## src/rtl/da_dct_pkg.sv

```systemverilog
// Shared constants for the DCT distributed-arithmetic row engine: Q2.14 cosines,
// the default half-row coefficient matrix, the LUT-build helper and the FSM states.
package da_dct_pkg;

    localparam int COEF_W   = 16;
    localparam int FRAC_W   = 14;
    localparam int MAT_ROWS = 8;
    localparam int MAT_TAPS = 4;

    typedef logic signed [COEF_W-1:0] coef_t;

    localparam coef_t C1 = 16'sh3EC5;
    localparam coef_t C2 = 16'sh3B21;
    localparam coef_t C3 = 16'sh3537;
    localparam coef_t C4 = 16'sh2D41;
    localparam coef_t C5 = 16'sh238E;
    localparam coef_t C6 = 16'sh187E;
    localparam coef_t C7 = 16'sh0C7C;

    // Row r is DCT output r: even rows act on x[k]+x[7-k], odd rows on x[k]-x[7-k].
    localparam coef_t COEF [MAT_ROWS][MAT_TAPS] = '{
        '{ C4,  C4,  C4,  C4},
        '{ C1,  C3,  C5,  C7},
        '{ C2,  C6, -C6, -C2},
        '{ C3, -C7, -C1, -C5},
        '{ C4, -C4, -C4,  C4},
        '{ C5, -C1,  C7,  C3},
        '{ C6, -C2,  C2, -C6},
        '{ C7, -C5,  C3, -C1}
    };

    typedef enum logic [1:0] {
        ST_IDLE = 2'd0,
        ST_RUN  = 2'd1,
        ST_DONE = 2'd2
    } da_state_e;

    // Full-precision subset sum; the caller truncates to its LUT width.
    function automatic int lut_entry(int r, int a, int taps);
        int s;
        s = 0;
        for (int k = 0; k < taps; k++) begin
            if (((a >> k) & 1) == 1 && r < MAT_ROWS && k < MAT_TAPS)
                s += int'(COEF[r][k]);
        end
        return s;
    endfunction

endpackage

```

## src/rtl/da_lut.sv

```systemverilog
// Combinational partial-sum ROM: entry [row][a] is the sum of the row's
// coefficients selected by the bits of a, built at elaboration.
module da_lut
    import da_dct_pkg::*;
#(
    parameter int TAPS   = 4,
    parameter int ROWS   = 8,
    parameter int COEF_W = 16,
    localparam int ROW_W = (ROWS > 1) ? $clog2(ROWS) : 1
) (
    input  logic        [ROW_W-1:0]  row,
    input  logic        [TAPS-1:0]   a,
    output logic signed [COEF_W-1:0] p
);

    localparam int DEPTH = 2 ** (ROW_W + TAPS);

    logic [COEF_W-1:0] rom [DEPTH];

    // Rows past ROWS are zero-filled so an out-of-range row yields y = 0.
    for (genvar i = 0; i < DEPTH; i++) begin : g_rom
        if ((i >> TAPS) < ROWS) begin : g_used
            assign rom[i] = COEF_W'(lut_entry(i >> TAPS, i & (2 ** TAPS - 1), TAPS));
        end else begin : g_unused
            assign rom[i] = '0;
        end
    end

    assign p = $signed(rom[{row, a}]);

endmodule

```

## src/rtl/da_row_mac.sv

```systemverilog
// Bit-serial DA row engine: one LUT lookup per sample bit plane, shift-accumulated
// with the MSB plane subtracted, giving y = sum_k COEF[row][k] * x[k].
module da_row_mac
    import da_dct_pkg::*;
#(
    parameter int TAPS   = 4,
    parameter int ROWS   = 8,
    parameter int DATA_W = 12,
    parameter int COEF_W = da_dct_pkg::COEF_W,
    parameter int ACC_W  = COEF_W + DATA_W + $clog2(TAPS),
    localparam int ROW_W = (ROWS > 1) ? $clog2(ROWS) : 1
) (
    input  logic                     clk,
    input  logic                     rst_n,
    input  logic                     en,
    input  logic                     in_valid,
    output logic                     in_ready,
    input  logic [ROW_W-1:0]         row,
    input  logic [TAPS*DATA_W-1:0]   x,
    output logic                     out_valid,
    input  logic                     out_ready,
    output logic signed [ACC_W-1:0]  y
);

    localparam int BIT_W = $clog2(DATA_W);
    localparam logic [BIT_W-1:0] BIT_LAST = BIT_W'(DATA_W - 1);

    da_state_e                 state_q;
    logic [TAPS*DATA_W-1:0]    xsr_q, xsr_d;
    logic [ROW_W-1:0]          row_q;
    logic [BIT_W-1:0]          bit_q;
    logic signed [ACC_W-1:0]   acc_q, acc_d;
    logic                      in_ready_q, out_valid_q;

    logic [TAPS-1:0]           lut_a;
    logic signed [COEF_W-1:0]  lut_p;
    logic signed [ACC_W-1:0]   p_ext, term;

    always_comb begin
        lut_a = '0;
        for (int k = 0; k < TAPS; k++)
            lut_a[k] = xsr_q[k*DATA_W];
    end

    da_lut #(
        .TAPS   (TAPS),
        .ROWS   (ROWS),
        .COEF_W (COEF_W)
    ) u_lut (
        .row (row_q),
        .a   (lut_a),
        .p   (lut_p)
    );

    // Whole-vector shift: bits leaking into a lane's top never reach its LSB
    // within DATA_W steps, so per-lane shifting is unnecessary.
    assign xsr_d = xsr_q >> 1;

    always_comb begin
        p_ext = {{(ACC_W-COEF_W){lut_p[COEF_W-1]}}, lut_p};
        term  = p_ext <<< bit_q;
        acc_d = (bit_q == BIT_LAST) ? acc_q - term : acc_q + term;
    end

    always_ff @(posedge clk or negedge rst_n) begin
        if (!rst_n) begin
            state_q     <= ST_IDLE;
            xsr_q       <= '0;
            row_q       <= '0;
            bit_q       <= '0;
            acc_q       <= '0;
            in_ready_q  <= 1'b1;
            out_valid_q <= 1'b0;
        end else begin
            case (state_q)
                ST_IDLE: begin
                    if (in_valid && en) begin
                        xsr_q      <= x;
                        row_q      <= row;
                        bit_q      <= '0;
                        acc_q      <= '0;
                        in_ready_q <= 1'b0;
                        state_q    <= ST_RUN;
                    end
                end
                ST_RUN: begin
                    if (en) begin
                        acc_q <= acc_d;
                        xsr_q <= xsr_d;
                        bit_q <= bit_q + BIT_W'(1);
                        if (bit_q == BIT_LAST) begin
                            out_valid_q <= 1'b1;
                            state_q     <= ST_DONE;
                        end
                    end
                end
                ST_DONE: begin
                    if (out_ready) begin
                        out_valid_q <= 1'b0;
                        in_ready_q  <= 1'b1;
                        state_q     <= ST_IDLE;
                    end
                end
                default: begin
                    out_valid_q <= 1'b0;
                    in_ready_q  <= 1'b1;
                    state_q     <= ST_IDLE;
                end
            endcase
        end
    end

    assign in_ready  = in_ready_q;
    assign out_valid = out_valid_q;
    assign y         = acc_q;

endmodule

```

## config.mk

```make
export PLATFORM = sky130hd
export DESIGN_NAME = da_row_mac
export DESIGN_NICKNAME = d
export VERILOG_FILES = /design/src/rtl/da_dct_pkg.sv /design/src/rtl/da_lut.sv /design/src/rtl/da_row_mac.sv
export SDC_FILE = /design/constraint.sdc
export NUM_CORES = 1
export LEC_CHECK = 0
export CAP_MARGIN = 20
export CORE_MARGIN = 2
export CORE_UTILIZATION = 60
export CTS_CLUSTER_DIAMETER = 80
export DETAILED_ROUTE_END_ITERATION = 6
export PLACE_DENSITY = 0.87
export REMOVE_ABC_BUFFERS = 1
export SYNTH_ARGS = -nofsm -noshare
export SYNTH_HDL_FRONTEND = slang
export SYNTH_SLANG_ARGS = --single-unit
```

## constraint.sdc

```tcl
create_clock -name clk -period 7.79 [get_ports clk]
set_clock_uncertainty 0.15 [all_clocks]
set_input_delay 1.558 -clock clk [delete_from_list [all_inputs] [get_ports clk]]
set_output_delay 1.558 -clock clk [all_outputs]
set_load 0.005 [all_outputs]
```

==> results <==
- The flow ran to the end, and the final reports show no timing, DRC or antenna violations.
- The final hold violation count is 0.
- The largest stage delay on the critical path is 0.49 ns.
- CTS built an H-tree with a depth of 3.
- The mean instance size in the synthesized netlist is 7.93 sq um.
- The floorplan step set the die width to 133 um.
- The total global routing track utilization is 38.4%.
- The share of layout cells above drive strength 1 is 9.31%.
- The first-pass detailed-route iteration total is 6.
- Counting the fill cells in the layout gives 1,244.
- The worst slew margin relative to its limit is 31.3%.
- The top cell types in the final layout, fill and taps aside, are sky130_fd_sc_hd__nand2_1, sky130_fd_sc_hd__o21ai_0, sky130_fd_sc_hd__clkdlybuf4s50_1.
- The nature of the critical path endpoint is a flip-flop.
- STA puts the critical path data required time at 7.88 ns.
- Data on the critical path arrives at its endpoint at 7.50 ns.
- Global routing finished with a remaining overflow of 0.
- The final wirelength is 34.5 mm.
- Detailed placement finished with a half-perimeter wire length of 25.5 mm.
- The library cell used as clock root buffer is sky130_fd_sc_hd__clkbuf_16.
- For this design, the CTS-stage hold fixing added 0 buffers.
- In the final timing run, aggregate negative setup slack is 0 ns.
- For this run, design rule violations remaining after detail routing come to 0.
- Static timing analysis puts the maximum clock frequency at 135 MHz.
- Setup repair after global routing left no endpoint under its margin.
- The weighted congestion reported at the end of routability-driven placement is 1.07.
- The number of global-route vias before repair is 10.0k.
- The proportion of register bits with asynchronous set or reset after synthesis is 100%.
- The count of distinct cell types in the synthesized netlist is 95.
- Measured along the y axis, the die boundary spans 133 um.
- Hold is met by 0.341 ns.
- In this run, CTS created clock tree buffers numbering 9.
- The residual antenna-violating net count after detailed routing is 0.
- The area enclosed by the die boundary is 17,700 sq um.
- The library cell used most frequently in the layout, excluding fill and tap cells, is sky130_fd_sc_hd__nand2_1.
- The max-slew violation total from the final report came to 0.
- The cell type with the highest occurrence count on the critical path is sky130_fd_sc_hd__a21o_1.
- The number of flip-flops and latches in the synthesized netlist is 89.
- No sink is reached through more buffers than the 2 on the longest clock path.
- The number of antenna violations at the first check in global routing was 0.
- For the pin with the worst max-slew slack, the measured transition is 1.03 ns.
- The standard cell core area is 16,400 sq um.
- In this run, synthesis inferred 0 flip-flops with an integrated enable.
- The number of violations reported at the end of detailed-routing iteration 0 is 1,512.
- The final core utilization is 69.5%.
- The most used flip-flop cell after synthesis is sky130_fd_sc_hd__dfrtp_1.
- The average wire per standard cell is 22.5 um.
- Relative to the synthesized area, the layout overhead comes to 14.3%.
- The number of vias per cell is 6.92.
- For this design, the sink count on the clock tree is 89.
- The final layout net count is 1,411.
- The final critical-path share of the clock period is 95.1%.
- For the worst-skew pair, the clock arrives at the later sink with an insertion delay of 0.36 ns.
- The wire length of the first global-routing pass is 54.1 mm.
- Entering global routing, the biggest net connects 88 pins.
- The count of inserted antenna diode cells is 0.
- The smallest clock period supported by the final layout is computed as 7.41 ns.
- Post-CTS timing repair inserted 0 buffers for setup.
- The number of violations of the max-capacitance limit is 0.
- Sequential elements use 22.3% of the synthesized area.
- The clock tree from TritonCTS is done.
- The count of buffers from port buffering is 87.
- Across all layers, the routed design uses 10.6k vias.
- The initialized floorplan defines 47 standard-cell rows.
- The clock transition at the register clock pins on the worst setup and hold paths after CTS is 0.07 ns.
- For this configuration, the core starts out at a cell density of 60.8%.
- The type of element launching the critical path is a flip-flop.
- For this run, the number of Yosys warnings is 0.
- The path class of the tightest hold or removal check is reg2reg.
- The critical-path maximum fanout is 17.
- For this design, the slowest cell found on the critical path is sky130_fd_sc_hd__mux4_2.
- In this run the cell area of the synthesized design comes to 9970 sq um.
- Setup violations remaining at the end of the flow were counted as 0.
- On the critical path the largest part of the delay comes from compound AO/OA/AOI/OAI gates.
- The path type of the worst setup path is reg2reg.
- The critical path contains buffers and inverters numbering 2 combined.
- Pin placement for this block handled 88 I/O pins.
- The cell count after synthesis is 1,258.
-- synth_stat cells, drive strengths merged (20+ instances only) --
cell / instances / area [sq um]
nand2b: 31 / 194
xor2: 20 / 175
a21oi: 51 / 255
nand3: 32 / 160
o21ai: 121 / 606
ha: 48 / 601
dfrtp: 88 / 2200
nor3: 25 / 130
nand2: 163 / 612
o211ai: 22 / 165
inv: 33 / 124
clkbuf: 64 / 240
a21o: 20 / 150
mux2i: 75 / 751
buf: 34 / 200
nor2b: 24 / 150
nor2: 70 / 263
xnor2: 32 / 280
-- what timing repair did --
item                                    in CTS  in global routing
endpoints found under the setup margin       0                  4
gates resized for setup                      0                 13
endpoints found under the hold margin        0                  0
-- registers in the layout, indices dropped and copies added, names as in the netlist --
register,cells
xsr_q,48
y,30
bit_q,4
row_q,3
state_q,2
in_ready,1
out_valid,1
-- kinds of logic (layout without fill, tap and decap cells) --
kind of cell	Yosys count	after routing	share of synthesized area (%)
AND/OR/NAND/NOR	434	434	21.5
multiplexers	94	94	11.1
XOR/XNOR	54	54	5.02
buffers and inverters	132	185	5.70
flip-flops	89	89	22.3
AO/OA/AOI/OAI	406	406	28.0
adder cells (fa/ha/maj)	49	49	6.22
-- worst reg2reg max path, stage by stage (launching register included) --
cell and delay (ns):
sky130_fd_sc_hd__dfrtp_1 0.38, sky130_fd_sc_hd__buf_4 0.21, sky130_fd_sc_hd__ha_1 0.37, sky130_fd_sc_hd__nand2b_1 0.24
sky130_fd_sc_hd__a311oi_2 0.44, sky130_fd_sc_hd__a2111oi_1 0.15, sky130_fd_sc_hd__or2_2 0.33, sky130_fd_sc_hd__mux4_2 0.48
sky130_fd_sc_hd__mux4_2 0.49, sky130_fd_sc_hd__a221oi_2 0.39, sky130_fd_sc_hd__nor3b_4 0.31, sky130_fd_sc_hd__nand4_2 0.22
sky130_fd_sc_hd__inv_1 0.15, sky130_fd_sc_hd__a21oi_1 0.09, sky130_fd_sc_hd__xnor2_1 0.16, sky130_fd_sc_hd__ha_1 0.31
sky130_fd_sc_hd__a21o_1 0.16, sky130_fd_sc_hd__a21o_1 0.16, sky130_fd_sc_hd__a21o_1 0.18, sky130_fd_sc_hd__a21o_1 0.18
sky130_fd_sc_hd__a221o_1 0.34, sky130_fd_sc_hd__a21oi_1 0.25, sky130_fd_sc_hd__o21ai_0 0.20, sky130_fd_sc_hd__a31oi_1 0.25
sky130_fd_sc_hd__o2111ai_1 0.15, sky130_fd_sc_hd__xnor3_1 0.37, sky130_fd_sc_hd__a22o_1 0.18
-- routing by layer --
metal	up-vias	routed length, um	GRT usage [%]
li1	4790	-	-
met1	5039	14000	52.0
met2	668	15600	60.0
met3	100	3840	9.69
met4	0	1060	13.1
met5	-	0	0
-- final cells by class --
class | count | area (sq um) | share of cell area [%]
Clock buffer | 10 | 229 | 2.01
Inverter | 34 | 128 | 1.12
Tap cell | 220 | 275 | 2.41
Sequential cell | 89 | 2240 | 19.6
Multi-Input combinational cell | 1037 | 7240 | 63.5
Clock inverter | 6 | 60.1 | 0.527
Timing Repair Buffer | 135 | 1230 | 10.8
-- final timing paths --
path                            startpoint   endpoint  slack (ns)  depth (start not counted)
worst max-delay path             xsr_q[12]      y[29]        0.38                         26
worst min-delay path              xsr_q[4]   xsr_q[4]        0.34                          2
worst max register to register   xsr_q[12]      y[29]        0.38                         26
worst min register to register    xsr_q[4]   xsr_q[4]        0.34                          2
max in group asynchronous            rst_n  xsr_q[36]        5.29                          2
min in group asynchronous            rst_n       y[4]        0.93                          1
-- per-stage QoR --
stage	instances	area, sq um	setup WS [ns]
floorplan	1160	9530	-0.599
global placement	1515	11100	0.375
detailed placement	1515	11100	0.215
CTS	1531	11300	0.162
global route	1531	11400	0.00387
finish	1531	11400	0.382
Power is not shown: default switching activity piles up to over one toggle a cycle in this logic, so the estimate is an artifact.
